`src/rtl/mem_stage.sv`:
```
// Memory/writeback stage: byte/word load-store over an 8-bit ready-handshake bus, then RF/PC writeback.
// Optional transfer timeout with bus_err is compiled in by defining MEM_STAGE_TIMEOUT_EN.

package mem_stage_pkg;
   typedef struct packed {
      logic [15:0] data_out;
      logic [1:0]  reg_write;
      logic [3:0]  reg_dest;
      logic        setPC;
      logic [1:0]  mem_read;
      logic [1:0]  mem_write;
      logic [15:0] mem_addr;
   } alu_signals;
endpackage

module mem_stage
   import mem_stage_pkg::*;
#(
   parameter int unsigned TIMEOUT_CYCLES = 16
) (
   input  logic        clk,
   input  logic        rst_n,
   input  logic        en,
   input  alu_signals  control_signals_in,
   output logic [15:0] mem_addr,
   output logic [7:0]  mem_wdata,
   output logic        mem_req,
   output logic        mem_we,
   input  logic [7:0]  mem_rdata,
   input  logic        mem_ready,
   output logic [1:0]  rf_we,
   output logic [3:0]  rf_dest,
   output logic [15:0] rf_data,
   output logic        pc_we,
   output logic [15:0] pc_data,
   output logic        busy,
   output logic        done,
   output logic        bus_err
);

   typedef enum logic [2:0] {
      S_IDLE,
      S_RD_LO,
      S_RD_HI,
      S_WR_LO,
      S_WR_HI,
      S_WB
   } state_t;

   state_t      r_state;
   state_t      w_next;
   logic [15:0] r_data;
   logic [1:0]  r_regWrite;
   logic [3:0]  r_regDest;
   logic        r_setPc;
   logic [15:0] r_addr;
   logic        r_isLoad;
   logic        r_isWord;
   logic [7:0]  r_lo;
   logic [7:0]  r_hi;
   logic        w_accept;
   logic        w_inReq;
   logic        w_timeout;

   assign w_accept = (r_state == S_IDLE) && en;
   assign w_inReq  = (r_state == S_RD_LO) || (r_state == S_RD_HI) ||
                     (r_state == S_WR_LO) || (r_state == S_WR_HI);

`ifdef MEM_STAGE_TIMEOUT_EN
   localparam int unsigned CntW = $clog2(TIMEOUT_CYCLES + 1);

   logic [CntW-1:0] r_waitCnt;
   logic            r_busErr;

   assign w_timeout = w_inReq && !mem_ready &&
                      (r_waitCnt == CntW'(TIMEOUT_CYCLES - 1));

   // Counter restarts on every state change, so each byte transfer gets its own budget
   always_ff @(posedge clk) begin
      if (!rst_n) begin
         r_waitCnt <= '0;
         r_busErr  <= 1'b0;
      end else begin
         r_busErr <= w_timeout;
         if ((w_next != r_state) || !w_inReq)
            r_waitCnt <= '0;
         else
            r_waitCnt <= r_waitCnt + 1'b1;
      end
   end

   assign bus_err = r_busErr;
`else
   assign w_timeout = 1'b0;
   assign bus_err   = 1'b0;
`endif

   always_ff @(posedge clk) begin
      if (!rst_n)
         r_state <= S_IDLE;
      else
         r_state <= w_next;
   end

   // Write wins over read when both are requested
   always_comb begin
      w_next = r_state;
      unique case (r_state)
         S_IDLE: begin
            if (en) begin
               if (control_signals_in.mem_write[0])
                  w_next = S_WR_LO;
               else if (control_signals_in.mem_read[0])
                  w_next = S_RD_LO;
               else
                  w_next = S_WB;
            end
         end
         S_RD_LO: begin
            if (w_timeout)
               w_next = S_IDLE;
            else if (mem_ready)
               w_next = r_isWord ? S_RD_HI : S_WB;
         end
         S_WR_LO: begin
            if (w_timeout)
               w_next = S_IDLE;
            else if (mem_ready)
               w_next = r_isWord ? S_WR_HI : S_WB;
         end
         S_RD_HI, S_WR_HI: begin
            if (w_timeout)
               w_next = S_IDLE;
            else if (mem_ready)
               w_next = S_WB;
         end
         S_WB:    w_next = S_IDLE;
         default: w_next = S_IDLE;
      endcase
   end

   always_ff @(posedge clk) begin
      if (!rst_n) begin
         r_data     <= '0;
         r_regWrite <= '0;
         r_regDest  <= '0;
         r_setPc    <= 1'b0;
         r_addr     <= '0;
         r_isLoad   <= 1'b0;
         r_isWord   <= 1'b0;
         r_lo       <= '0;
         r_hi       <= '0;
      end else begin
         if (w_accept) begin
            r_data     <= control_signals_in.data_out;
            r_regWrite <= control_signals_in.reg_write;
            r_regDest  <= control_signals_in.reg_dest;
            r_setPc    <= control_signals_in.setPC;
            r_addr     <= control_signals_in.mem_addr;
            r_isLoad   <= !control_signals_in.mem_write[0] && control_signals_in.mem_read[0];
            r_isWord   <= control_signals_in.mem_write[0] ? control_signals_in.mem_write[1]
                                                          : control_signals_in.mem_read[1];
            r_lo       <= '0;
            r_hi       <= '0;
         end
         if ((r_state == S_RD_LO) && mem_ready)
            r_lo <= mem_rdata;
         if ((r_state == S_RD_HI) && mem_ready)
            r_hi <= mem_rdata;
      end
   end

   // Outputs decode registered state only, keeping mem_ready off every output path
   always_comb begin
      mem_addr  = '0;
      mem_wdata = '0;
      mem_req   = 1'b0;
      mem_we    = 1'b0;
      rf_we     = '0;
      rf_dest   = '0;
      rf_data   = '0;
      pc_we     = 1'b0;
      pc_data   = '0;
      unique case (r_state)
         S_RD_LO: begin
            mem_req  = 1'b1;
            mem_addr = r_addr;
         end
         S_RD_HI: begin
            mem_req  = 1'b1;
            mem_addr = r_addr + 16'd1;
         end
         S_WR_LO: begin
            mem_req   = 1'b1;
            mem_we    = 1'b1;
            mem_addr  = r_addr;
            mem_wdata = r_data[7:0];
         end
         S_WR_HI: begin
            mem_req   = 1'b1;
            mem_we    = 1'b1;
            mem_addr  = r_addr + 16'd1;
            mem_wdata = r_data[15:8];
         end
         S_WB: begin
            rf_we   = r_regWrite;
            rf_dest = r_regDest;
            if (r_isLoad)
               rf_data = r_isWord ? {r_hi, r_lo} : {8'h00, r_lo};
            else
               rf_data = r_data;
            pc_we   = r_setPc;
            pc_data = r_data;
         end
         default: ;
      endcase
   end

   assign busy = (r_state != S_IDLE);
   assign done = (r_state == S_WB);

endmodule

```
`config.mk`:
```
export PLATFORM = sky130hd
export DESIGN_NAME = mem_stage
export DESIGN_NICKNAME = d
export VERILOG_FILES = /design/src/rtl/mem_stage.sv
export SDC_FILE = /design/constraint.sdc
export NUM_CORES = 1
export LEC_CHECK = 0
export BUFFER_PORTS_ARGS = -buffer_cell sky130_fd_sc_hd__buf_2
export CORE_MARGIN = 3
export CORE_UTILIZATION = 45
export CTS_CLUSTER_DIAMETER = 100
export DETAILED_ROUTE_END_ITERATION = 12
export PLACE_DENSITY = 0.76
export SLEW_MARGIN = 10
export SYNTH_ARGS = -nofsm -noshare
export SYNTH_HDL_FRONTEND = slang
export SYNTH_SLANG_ARGS = --single-unit
```
`constraint.sdc`:
```
create_clock -name clk -period 1.5 [get_ports clk]
set_clock_uncertainty 0.05 [all_clocks]
set_input_delay 0.15 -clock clk [delete_from_list [all_inputs] [get_ports clk]]
set_output_delay 0.15 -clock clk [all_outputs]
set_load 0.02 [all_outputs]
```
=== Word level (Yosys, flattened, before mapping) ===
Cells that the tools add are included.

* Bits in writable memories: 0
* Memory bits (read-only): 0
* Latch bits: 0
* Input port bits: 55
* Bits in registers: 60
* Memories kept: 0
* Output and inout port bits: 68

* Divide/modulo/power cells: 0
* Equal/unequal tests: 9
* Bitwise gates (word level): 0
* Reduce and logical (&&, ||, !) cells: 14
* Add/subtract/negate cells: 1
* Order comparisons: 0
* Mux-type cells: 24
* Multipliers: 0
* Shift operators: 0

{| class="wikitable"
|+ Operators with widths
! cell !! count
|-
| two-way mux 16 bit || 4
|-
| case mux 16 bit (2 select lines) || 1
|-
| two-way mux 8 bit || 3
|-
| two-way mux 3 bit || 7
|-
| adder 16 x 1 -> 16 bit (second input constant) || 1
|-
| case mux 8 bit (2 select lines) || 1
|-
| case mux 3 bit (4 select lines) || 1
|-
| == test 3 x 2 -> 1 bit (second input constant) || 2
|-
| == test 3 bit (second input constant) || 2
|-
| inequality test 2 bit (second input constant) || 3
|-
| OR reduction 2 bit || 3
|-
| two-way mux 1 bit || 5
|-
| logical AND 1 bit || 4
|-
| two-way mux 4 bit || 1
|-
| AND reduction 4 bit || 1
|-
| nonzero test 2 bit || 2
|-
| OR reduction 4 bit || 1
|-
| == test 3 x 1 -> 1 bit (second input constant) || 1
|-
| logical NOT 3 bit || 1
|-
| nonzero test 3 bit || 1
|-
| two-way mux 2 bit || 1
|-
| inequality test 2 x 1 -> 1 bit (second input constant) || 1
|-
| logical NOT 1 bit || 1
|}

=== Logic depth before layout (Yosys ltp) ===
Gate-level depths: netlist (run 1).

* Depth in word-level cells: 4
* Depth in mapped cells: 7
* Depth with buffers taken out: 4

=== Worst setup path after synthesis (run 1) ===
Ideal clock, no wire load.

* Kind: reg2out
* From: reg r_addr[0]
* To: out mem_addr[12]
* Path slack: -0.269 ns
* Arrival: 1.569 ns
* Stages on the path, launching flop included: 6
* Buffers on the path: 1
* Cells stage by stage: dfxtp_1 > ha_1 > clkbuf_1 > nand2_1 > or4_1 > nand3_1

* Word-level cells in the longest chain between the ends: 2

{| class="wikitable"
|+ RTL lines
! what !! RTL line !! RTL
|-
| start: declaration || 56 || <nowiki>logic [15:0] r_addr;</nowiki>
|-
| start signal: assignment || 159 || <nowiki>r_addr <= control_signals_in.mem_addr;</nowiki>
|-
| adder 16 x 1 -> 16 bit || 191, 202 ||
|-
| case mux 16 bit (2 select lines) || 184 || <nowiki>unique case (r_state)</nowiki>
|-
| end: declaration || 25 || <nowiki>output logic [15:0] mem_addr,</nowiki>
|}

No other way between the ends.

=== Worst setup path after layout (run 1) ===
* From: reg r_state[2]
* To: out mem_addr[12]

* Word-level cells in the longest chain between the ends: 3

{| class="wikitable"
|+ RTL lines
! what !! RTL line !! RTL
|-
| start: declaration || 50 || <nowiki>state_t r_state;</nowiki>
|-
| start signal: assignment || 102 || <nowiki>r_state <= w_next;</nowiki>
|-
| == test 3 x 2 -> 1 bit (tied with other cells) || 184 ||
|-
| OR reduction 2 bit (no source line) || - ||
|-
| case mux 16 bit (2 select lines) * || 184 ||
|}

Mark *: on every way between the ends. The rest lies on a longest branch, timed or not.

==> flow_summary_export.csv, run 1 <==
group,metric,value,unit
final_layout,antennaDiodeCount,0,
status,status,"finished with violations",
place,place_ws,-0.201,ns
power,p_sw_share,34.4,%
setup_path,crit_type,"flip-flop to output pin",
global_route,gr-usage-all-layers,29.8,%
power,p_sw,1.99,mW
route,drt-initial-drc-count,384,
clock_network,cts_tree,"done",
final_layout,multi_input_area,0.00251,sq mm
floorplan,initial_utilization,46.7,%
timing,period_needed,2.01,ns
final_layout,postLayoutCoreUtil,85.2,%
global_route,grt_pass1_wl,20300,microns
place,hpwl,7700,microns
setup_path,cp-end-kind,"output pin",
timing,relSlewSlack,65.6,%
power,pwr-share-clk,29.9,%
final_layout,drive_gt1_share,49.8,%
floorplan,die-area,0.00865,sq mm
power,p_leak,2.54,nW
route,routedWlPerCell,22.6,microns
place,place_congestion,0.908,
floorplan,ios,123,
setup_path,crit_family,"simple AND/OR/NAND/NOR gates",
final_layout,regArea,0.00122,sq mm
timing,whs,-0.0121,ns
clock_network,clock_latency,0.34,ns
status,violations,"hold timing, setup timing",
setup_path,cpMaxStageDelayCell,"or4_4",
floorplan,die_w,93.0,microns
final_layout,area_growth,82.4,%
setup_path,worstPathArrival,1.81,ns
route,drt_first_pass_iters,5,
route,wl,16900,microns
route,ant_nets,0,
yosys,async_flop_share,0,%
yosys,syn_inst,457,
yosys,ys_seq_elements,60,
timing,setup_violations,124,
route,dr_total_vias,4585,
yosys,synth.distinct_cells,43,
floorplan,die_height,93.0,microns
clock_network,h-tree-depth,3,
min_path,hp-start,"control_signals_in[29]",
setup_path,critPathRequiredTime,1.30,ns
global_route,grt_pass1_vias,4076,
power,combPwrFrac,37.6,%
timing,tightestPinTransition,0.516,ns
floorplan,coreArea,0.00729,sq mm
power,power.density,931,mW/mm^2
setup_path,critPathLaunch,"r_state[2]",
clock_network,cts_buffers,9,
setup_path,reg2reg_from,"r_state[2]",
setup_path,critPathMaxStageDelay,0.50,ns
power,ir_drop,0.554,mV
setup_path,path_buf_inv,1,
timing,timing.final.ws_setup,-0.513,ns
yosys,synth_nets,513,
yosys,synth_ff_type,"dfxtp_1",
setup_path,critPathLaunchType,"flip-flop",
timing,drv_slew,0,
place,port_buffers,121,
yosys,syn_avg_cell_area,7.45,sq um
route,drcViolationCount,0,
flow_run,maxCapViolCount,0,
final_layout,final_cells,747,
clock_network,clock-sinks,60,
yosys,syn-cell-area,0.00341,sq mm
clock_network,cts_buffer_depth,2,
timing,max_freq,497,MHz
global_route,antenna_found_initial,0,
global_route,gr-total-overflow,0,
setup_path,worst-path-max-fanout,5,
power,power.share.sequential,32.5,%
timing,hold_viol,6,
clock_network,clkTransAtPathRegs,0.08,ns
yosys,seq_area_frac_synth,35.3,%
setup_path,crit_chain,"xnor2_2 -> or2_4 -> or4_4 -> nand3_4 -> buf_6",
final_layout,fin_nets,699,
route,vias_per_cell,6.14,
yosys,synth_edf_count,0,
yosys,yosysWarnings,0,
timing,final.period_utilization,134,%
final_layout,fillers,368,
global_route,grt_start_max_net_pins,57,
place,place_inst,691,
floorplan,rows,31,
clock_network,cts_root_buf,"clkbuf_8",
min_path,hp-class,"input pin to flip-flop",
timing,tns,-34.87,ns
timing,rsz0062_at_grt,"yes",
power,internal_power,3.79,mW
==> per-layer routing <==
metal | up-vias | wire length, microns | GRT usage (%)
met5 | - | 0 | 0
met4 | 0 | 1230 | 10.7
met3 | 122 | 1580 | 7.08
met2 | 342 | 8120 | 53.0
met1 | 2182 | 5930 | 34.6
li1 | 1939 | - | -
==> cell families after synthesis <==
family | count (synthesis) | share of synthesized area, %
adders and majority gates | 1 | 0.367
other | 1 | 0.110
AOI/OAI and AO/OA | 107 | 22.2
and+or+nand+nor | 228 | 32.0
DFF | 60 | 35.3
xor gates and xnor gates | 3 | 0.772
buffers and inverters | 45 | 5.77
muxes | 12 | 3.53
==> synthesized netlist by cell type, types with 2 or more instances <==
| master | count | area, sq um |
|---|---|---|
| nand2_1 | 113 | 424 |
| dfxtp_1 | 60 | 1200 |
| a21boi_0 | 56 | 420 |
| nand3_1 | 33 | 165 |
| and2_1 | 26 | 163 |
| buf_2 | 19 | 95.1 |
| clkbuf_1 | 18 | 67.6 |
| a21oi_1 | 16 | 80.1 |
| nor2_1 | 13 | 48.8 |
| mux2i_1 | 12 | 120 |
| o21ai_0 | 10 | 50.1 |
| a22o_1 | 9 | 78.8 |
| nand2b_1 | 9 | 56.3 |
| inv_1 | 5 | 18.8 |
| nand4_1 | 5 | 31.3 |
| nor3_1 | 5 | 25.0 |
| nor4_1 | 4 | 25.0 |
| a41oi_1 | 3 | 26.3 |
| or3_1 | 3 | 18.8 |
| a21o_1 | 2 | 15.0 |
| a311oi_1 | 2 | 17.5 |
| a31oi_1 | 2 | 12.5 |
| and3_1 | 2 | 12.5 |
| and4_1 | 2 | 17.5 |
| buf_1 | 2 | 7.51 |
| nand3b_1 | 2 | 15.0 |
| nor2b_1 | 2 | 12.5 |
| nor3b_1 | 2 | 15.0 |
| nor3b_2 | 2 | 25.0 |
| o211ai_1 | 2 | 15.0 |
| o31ai_1 | 2 | 15.0 |
| or2_2 | 2 | 12.5 |
| xor2_1 | 2 | 17.5 |
==> final timing paths <==
path,slack (ns),end,cells past startpoint
worst max-delay path,-0.51,mem_addr[12],5
worst max register to register,-0.29,r_data[4],7
worst min-delay path,-0.01,r_data[2],3
worst min register to register,0.40,r_regDest[0],2
==> repair_timing <==
item	CTS	global route
gates cloned	3	13
endpoints found under the hold margin	9	2
setup buffers	10	6
endpoints found under the setup margin	122	124
hold buffers	9	2
pin swaps	13	14
gates resized for setup	196	86
==> layout make-up <==
cell class | instances | share of cell area, %
Clock buffer | 13 | 2.56
Clock inverter | 3 | 1.11
Inverter | 5 | 0.342
Multi-Input combinational cell | 352 | 40.4
Sequential cell | 60 | 19.7
Tap cell | 99 | 1.99
Timing Repair Buffer | 215 | 33.9
==> registers in the layout, summed over array words and instances (netlist names) <==
name,flops
r_isWord,1
r_data,16
r_setPc,1
r_state,3
r_regWrite,2
r_lo,8
r_regDest,4
r_addr,16
r_isLoad,1
r_hi,8
==> placed cells by master, fill, tap and decap left out, drive strengths merged, types with 9 or more instances in the layout <==
| cell type | instances |
|---|---|
| buf | 196 |
| a21boi | 56 |
| and2 | 26 |
| nand2 | 113 |
| a21oi | 16 |
| nand2b | 9 |
| dlygate4sd3 | 11 |
| a22o | 9 |
| o21ai | 10 |
| nor2 | 13 |
| dfxtp | 60 |
| mux2i | 12 |
| nand3 | 33 |
| clkbuf | 21 |
==> per-stage QoR <==
step / instance area [sq um] / hold WS (ns) / power, mW
global route: 6210 / -0.0128 / 5.93
finish: 6210 / -0.0121 / 5.78
CTS: 5720 / 0.000398 / 5.16
floorplan: 3580 / 0.237 / 2.65
global placement: 4610 / 0.349 / 3.16
detailed placement: 4610 / 0.357 / 3.18
==> worst reg2reg max path, cell delays in order, from the launching register on <==
cell and delay (ns):
dfxtp_2 0.34, buf_4 0.16, buf_8 0.14, nor3_4 0.19, and2_4 0.34, clkbuf_16 0.21
nand2_1 0.05, a21boi_1 0.22
==> power by group through the flow <==
stage,clock network (mW),registers (mW),logic (mW)
3_5_place_dp,0,1.88,1.30
2_1_floorplan,0,1.85,0.798
4_1_cts,1.71,1.85,1.60
3_3_place_gp,0,1.87,1.29
6_report,1.73,1.88,2.17
5_1_grt,1.79,1.89,2.26
Note: power is estimated with default switching activity, not from simulation.
==> inputs of run 2 (changes only) <==
ABC_AREA = 1   (was not set)
BUFFER_PORTS_ARGS = not set   (was -buffer_cell sky130_fd_sc_hd__buf_2)
CORE_UTILIZATION = 57   (was 45)
DONT_BUFFER_PORTS = 1   (was not set)
PLACE_DENSITY = 0.75   (was 0.76)
==> flow_summary_export.csv, run 2 <==
group,metric,value,unit
status,status,"stopped before the end",
status,haltStage,"clock tree synthesis",
status,first-error,"[ERROR DPL-0038] Utilization greater than 100%, impossible to legalize",
place,port_buffers,0,
yosys,synth.distinct_cells,29,
yosys,syn_inst,477,
floorplan,initial_utilization,59.9,%
place,hpwl,6570,microns
yosys,synth_top_area_share,38.6,%
yosys,muxShareOfSynthArea,0,%
yosys,synth_ff_type,"dfxtp_1",
yosys,seq_area_frac_synth,38.6,%
place,place_congestion,0.925,
yosys,synth_nets,533,
yosys,synthTopCellsByArea,"dfxtp_1, a21oi_1, nand2_1, o21ai_0, inv_1",
yosys,synth_compound_area_share,26.1,%
clock_network,h-tree-depth,3,
yosys,synth-xor-area-share,0,%
yosys,synth.most_common_cell,"nand2_1",
yosys,async_flop_share,0,%
yosys,syn-cell-area,0.00312,sq mm
yosys,ys_seq_elements,60,
floorplan,ios,123,
yosys,yosysWarnings,0,
floorplan,die_height,79.9,microns
place,place_inst,606,
clock_network,postCtsSetupBuffers,11,
floorplan,rows,26,
clock_network,clock-sinks,60,
yosys,synth_edf_count,0,
clock_network,postCtsHoldBufs,47,
clock_network,cts_root_buf,"clkbuf_8",
yosys,synth_top_cell_by_area,"dfxtp_1",
yosys,synth_fa_ha_area_share,0.402,%
place,place_ws,-0.136,ns
floorplan,die_w,79.9,microns
clock_network,cts_buffer_depth,2,
yosys,post_synth_and_or_nand_nor_area_fraction,24.6,%
yosys,yosys-top-cells-count,"nand2_1, a21oi_1, dfxtp_1, inv_1, o21ai_0",
clock_network,cts_buffers,9,
yosys,syn_avg_cell_area,6.53,sq um
yosys,synth_top_family_by_area,"compound AO/OA/AOI/OAI gates",
clock_network,cts_resized,150,
## run 2: cell types whose count changed after synthesis, sizes merged, moves of 11 or more
cell    change
o21ai      +46
nand3      -11
a21oi      +61
inv        +49
and2       -26
mux2i      -12
a21boi     -55
nor2       +34
## run 2: stage by stage
stage | setup TNS (ns) | instance area (sq um)
after detailed placement | -0.564 | 3830
after floorplan | -0.660 | 3150
after global placement | -0.0904 | 3830
## run 2: logic make-up after synthesis
group | count (synthesis)
AOI/OAI and AO/OA | 154
buffers and inverters | 80
adders and majority gates | 1
other | 1
and+or+nand+nor | 181
DFF | 60
==> inputs of run 3 (changes only) <==
CORE_UTILIZATION = 40   (was 57)
CTS_CLUSTER_DIAMETER = not set   (was 100)
PLACE_DENSITY = not set   (was 0.75)
PLACE_DENSITY_LB_ADDON = 0.15   (was not set)
clock period = 2 ns   (was 1.5 ns; I/O delays follow)
==> flow_summary_export.csv, run 3 <==
group,metric,value,unit
final_layout,antennaDiodeCount,0,
floorplan,die_w,94.3,microns
floorplan,ios,123,
yosys,syn_inst,477,
min_path,hp-class,"input pin to flip-flop",
final_layout,postLayoutCoreUtil,54.6,%
setup_path,critPathRequiredTime,1.75,ns
yosys,synth_top_area_share,38.6,%
final_layout,area_growth,29.8,%
floorplan,die-area,0.00888,sq mm
timing,relSlewSlack,62.6,%
setup_path,crit_type,"flip-flop to output pin",
route,wl,9360,microns
setup_path,rrSetupSlack,0.32,ns
timing,rsz0062_at_grt,"yes",
status,violations,"setup timing",
yosys,synth.distinct_cells,29,
global_route,gr-usage-all-layers,20.4,%
flow_run,maxCapViolCount,0,
yosys,yosysWarnings,0,
setup_path,critPathLaunchType,"flip-flop",
place,place_inst,612,
floorplan,initial_utilization,42.1,%
route,dr_total_vias,3346,
power,power.density,1270,mW/mm^2
timing,timing.final.ws_setup,-0.0197,ns
yosys,yosys-top-cells-count,"nand2_1, a21oi_1, dfxtp_1, inv_1, o21ai_0",
route,drt-initial-drc-count,177,
global_route,grt_pass1_wl,14500,microns
final_layout,fin_nets,601,
clock_network,clock-sinks,60,
floorplan,rows,31,
clock_network,clkTransAtPathRegs,0.06,ns
clock_network,cts_buffers,9,
final_layout,layout_commonest_cell,"nand2_1",
place,port_buffers,0,
yosys,async_flop_share,0,%
yosys,synth_edf_count,0,
route,vias_per_cell,5.16,
global_route,antenna_found_initial,0,
status,status,"finished with violations",
place,placed_area,0.00358,sq mm
route,ant_nets,0,
timing,setup_violations,5,
timing,final.period_utilization,101,%
yosys,syn_avg_cell_area,6.53,sq um
yosys,ys_seq_elements,60,
global_route,grt_pass1_vias,3053,
yosys,synth_top_cell_by_area,"dfxtp_1",
power,p_leak,1.65,nW
setup_path,worstPathArrival,1.77,ns
final_layout,final_cells,649,
place,place_congestion,0.885,
floorplan,coreArea,0.00741,sq mm
clock_network,h-tree-depth,3,
timing,tightestPinTransition,0.560,ns
route,routedWlPerCell,14.4,microns
yosys,synth_nets,533,
timing,max_freq,495,MHz
route,drcViolationCount,0,
global_route,gr-total-overflow,0,
place,hpwl,6640,microns
final_layout,fin_area,0.00404,sq mm
power,ir_drop,0.521,mV
yosys,syn-cell-area,0.00312,sq mm
route,drt_first_pass_iters,5,
yosys,synth_ff_type,"dfxtp_1",
final_layout,fillers,762,
final_layout,final_cell_mix,"nand2_1, a21oi_1, buf_4",
timing,period_needed,2.02,ns
timing,drv_slew,0,
global_route,grt_start_max_net_pins,59,
clock_network,cts_tree,"done",
yosys,synth.most_common_cell,"nand2_1",
timing,hold_viol,0,
floorplan,die_height,94.3,microns
yosys,synthTopCellsByArea,"dfxtp_1, a21oi_1, nand2_1, o21ai_0, inv_1",
setup_path,worst-path-max-fanout,9,
setup_path,cp-end-kind,"output pin",
clock_network,cts_root_buf,"clkbuf_8",
clock_network,cts_buffer_depth,2,
final_layout,drive_gt1_share,20.9,%
final_layout,reg_top3,"r_addr: 16 flops, r_data: 16 flops",
yosys,seq_area_frac_synth,38.6,%
clock_network,clock_latency,0.33,ns
run 3: cell counts after synthesis:
No cell type changed its count.
run 3: cell families after synthesis:
group | after synthesis | share of synthesized area [%]
compound gates | 154 | 26.1
simple gates | 181 | 24.6
other cells | 1 | 0.120
buf+inv | 80 | 10.2
flops | 60 | 38.6
fa+ha+maj | 1 | 0.402
run 3: worst paths after layout:
path | end | start | depth (start not counted)
min reg2reg | r_regDest[0] | r_regDest[0] | 2
min | r_addr[7] | rst_n | 2
max reg2reg | r_addr[11] | r_state[0] | 6
max | mem_wdata[6] | r_state[2] | 3
run 3: worst max-delay path: stages, from the launching register on:
cell	delay, ns
dfxtp_1	0.36
inv_2	0.18
nand3_1	0.35
o22ai_1	0.56
run 3: routing by layer:
layer | track usage, % | share of wire (%) | vias to the layer above
li1 | - | - | 1712
met1 | 27.9 | 45 | 1486
met2 | 31.7 | 46 | 129
met3 | 4.17 | 6.6 | 19
met4 | 7.46 | 2.0 | 0
met5 | 0 | 0 | -
run 3: where the power goes:
group          internal (mW)  switching (mW)
Combinational          0.784            1.67
Clock                  0.443           0.459
Sequential              1.53           0.254
run 3: final cells by class:
class                      count  area (sq um)  share of cell area, %
multi-input combinational    337          1670                   41.3
sequential                    60          1210                   29.9
timing repair buffer          82           676                   16.7
inverter                      55           206                   5.11
clock buffer                  11           131                   3.25
tap                           99           124                   3.06
clock inverter                 5          28.8                  0.712
run 3: per-stage QoR:
| step | setup TNS, ns | total power, mW | hold WS [ns] | setup WS, ns |
|---|---|---|---|---|
| final | -0.0365 | 5.14 | 0.00986 | -0.0197 |
| after floorplan | 0 | 3.43 | 0.298 | 0.290 |
| after CTS | 0 | 5.00 | 0.00176 | 0.0000864 |
| after detailed placement | 0 | 4.05 | 0.283 | 0.273 |
| after global routing | -0.960 | 5.54 | 0.0111 | -0.101 |
| after global placement | 0 | 4.02 | 0.277 | 0.346 |
run 3: repair_timing:
action	CTS	global route
pin swaps	1	6
hold buffers	17	0
setup buffers	1	3
setup endpoints to repair	4	31
hold endpoints to repair	56	0
resized for setup	1	27
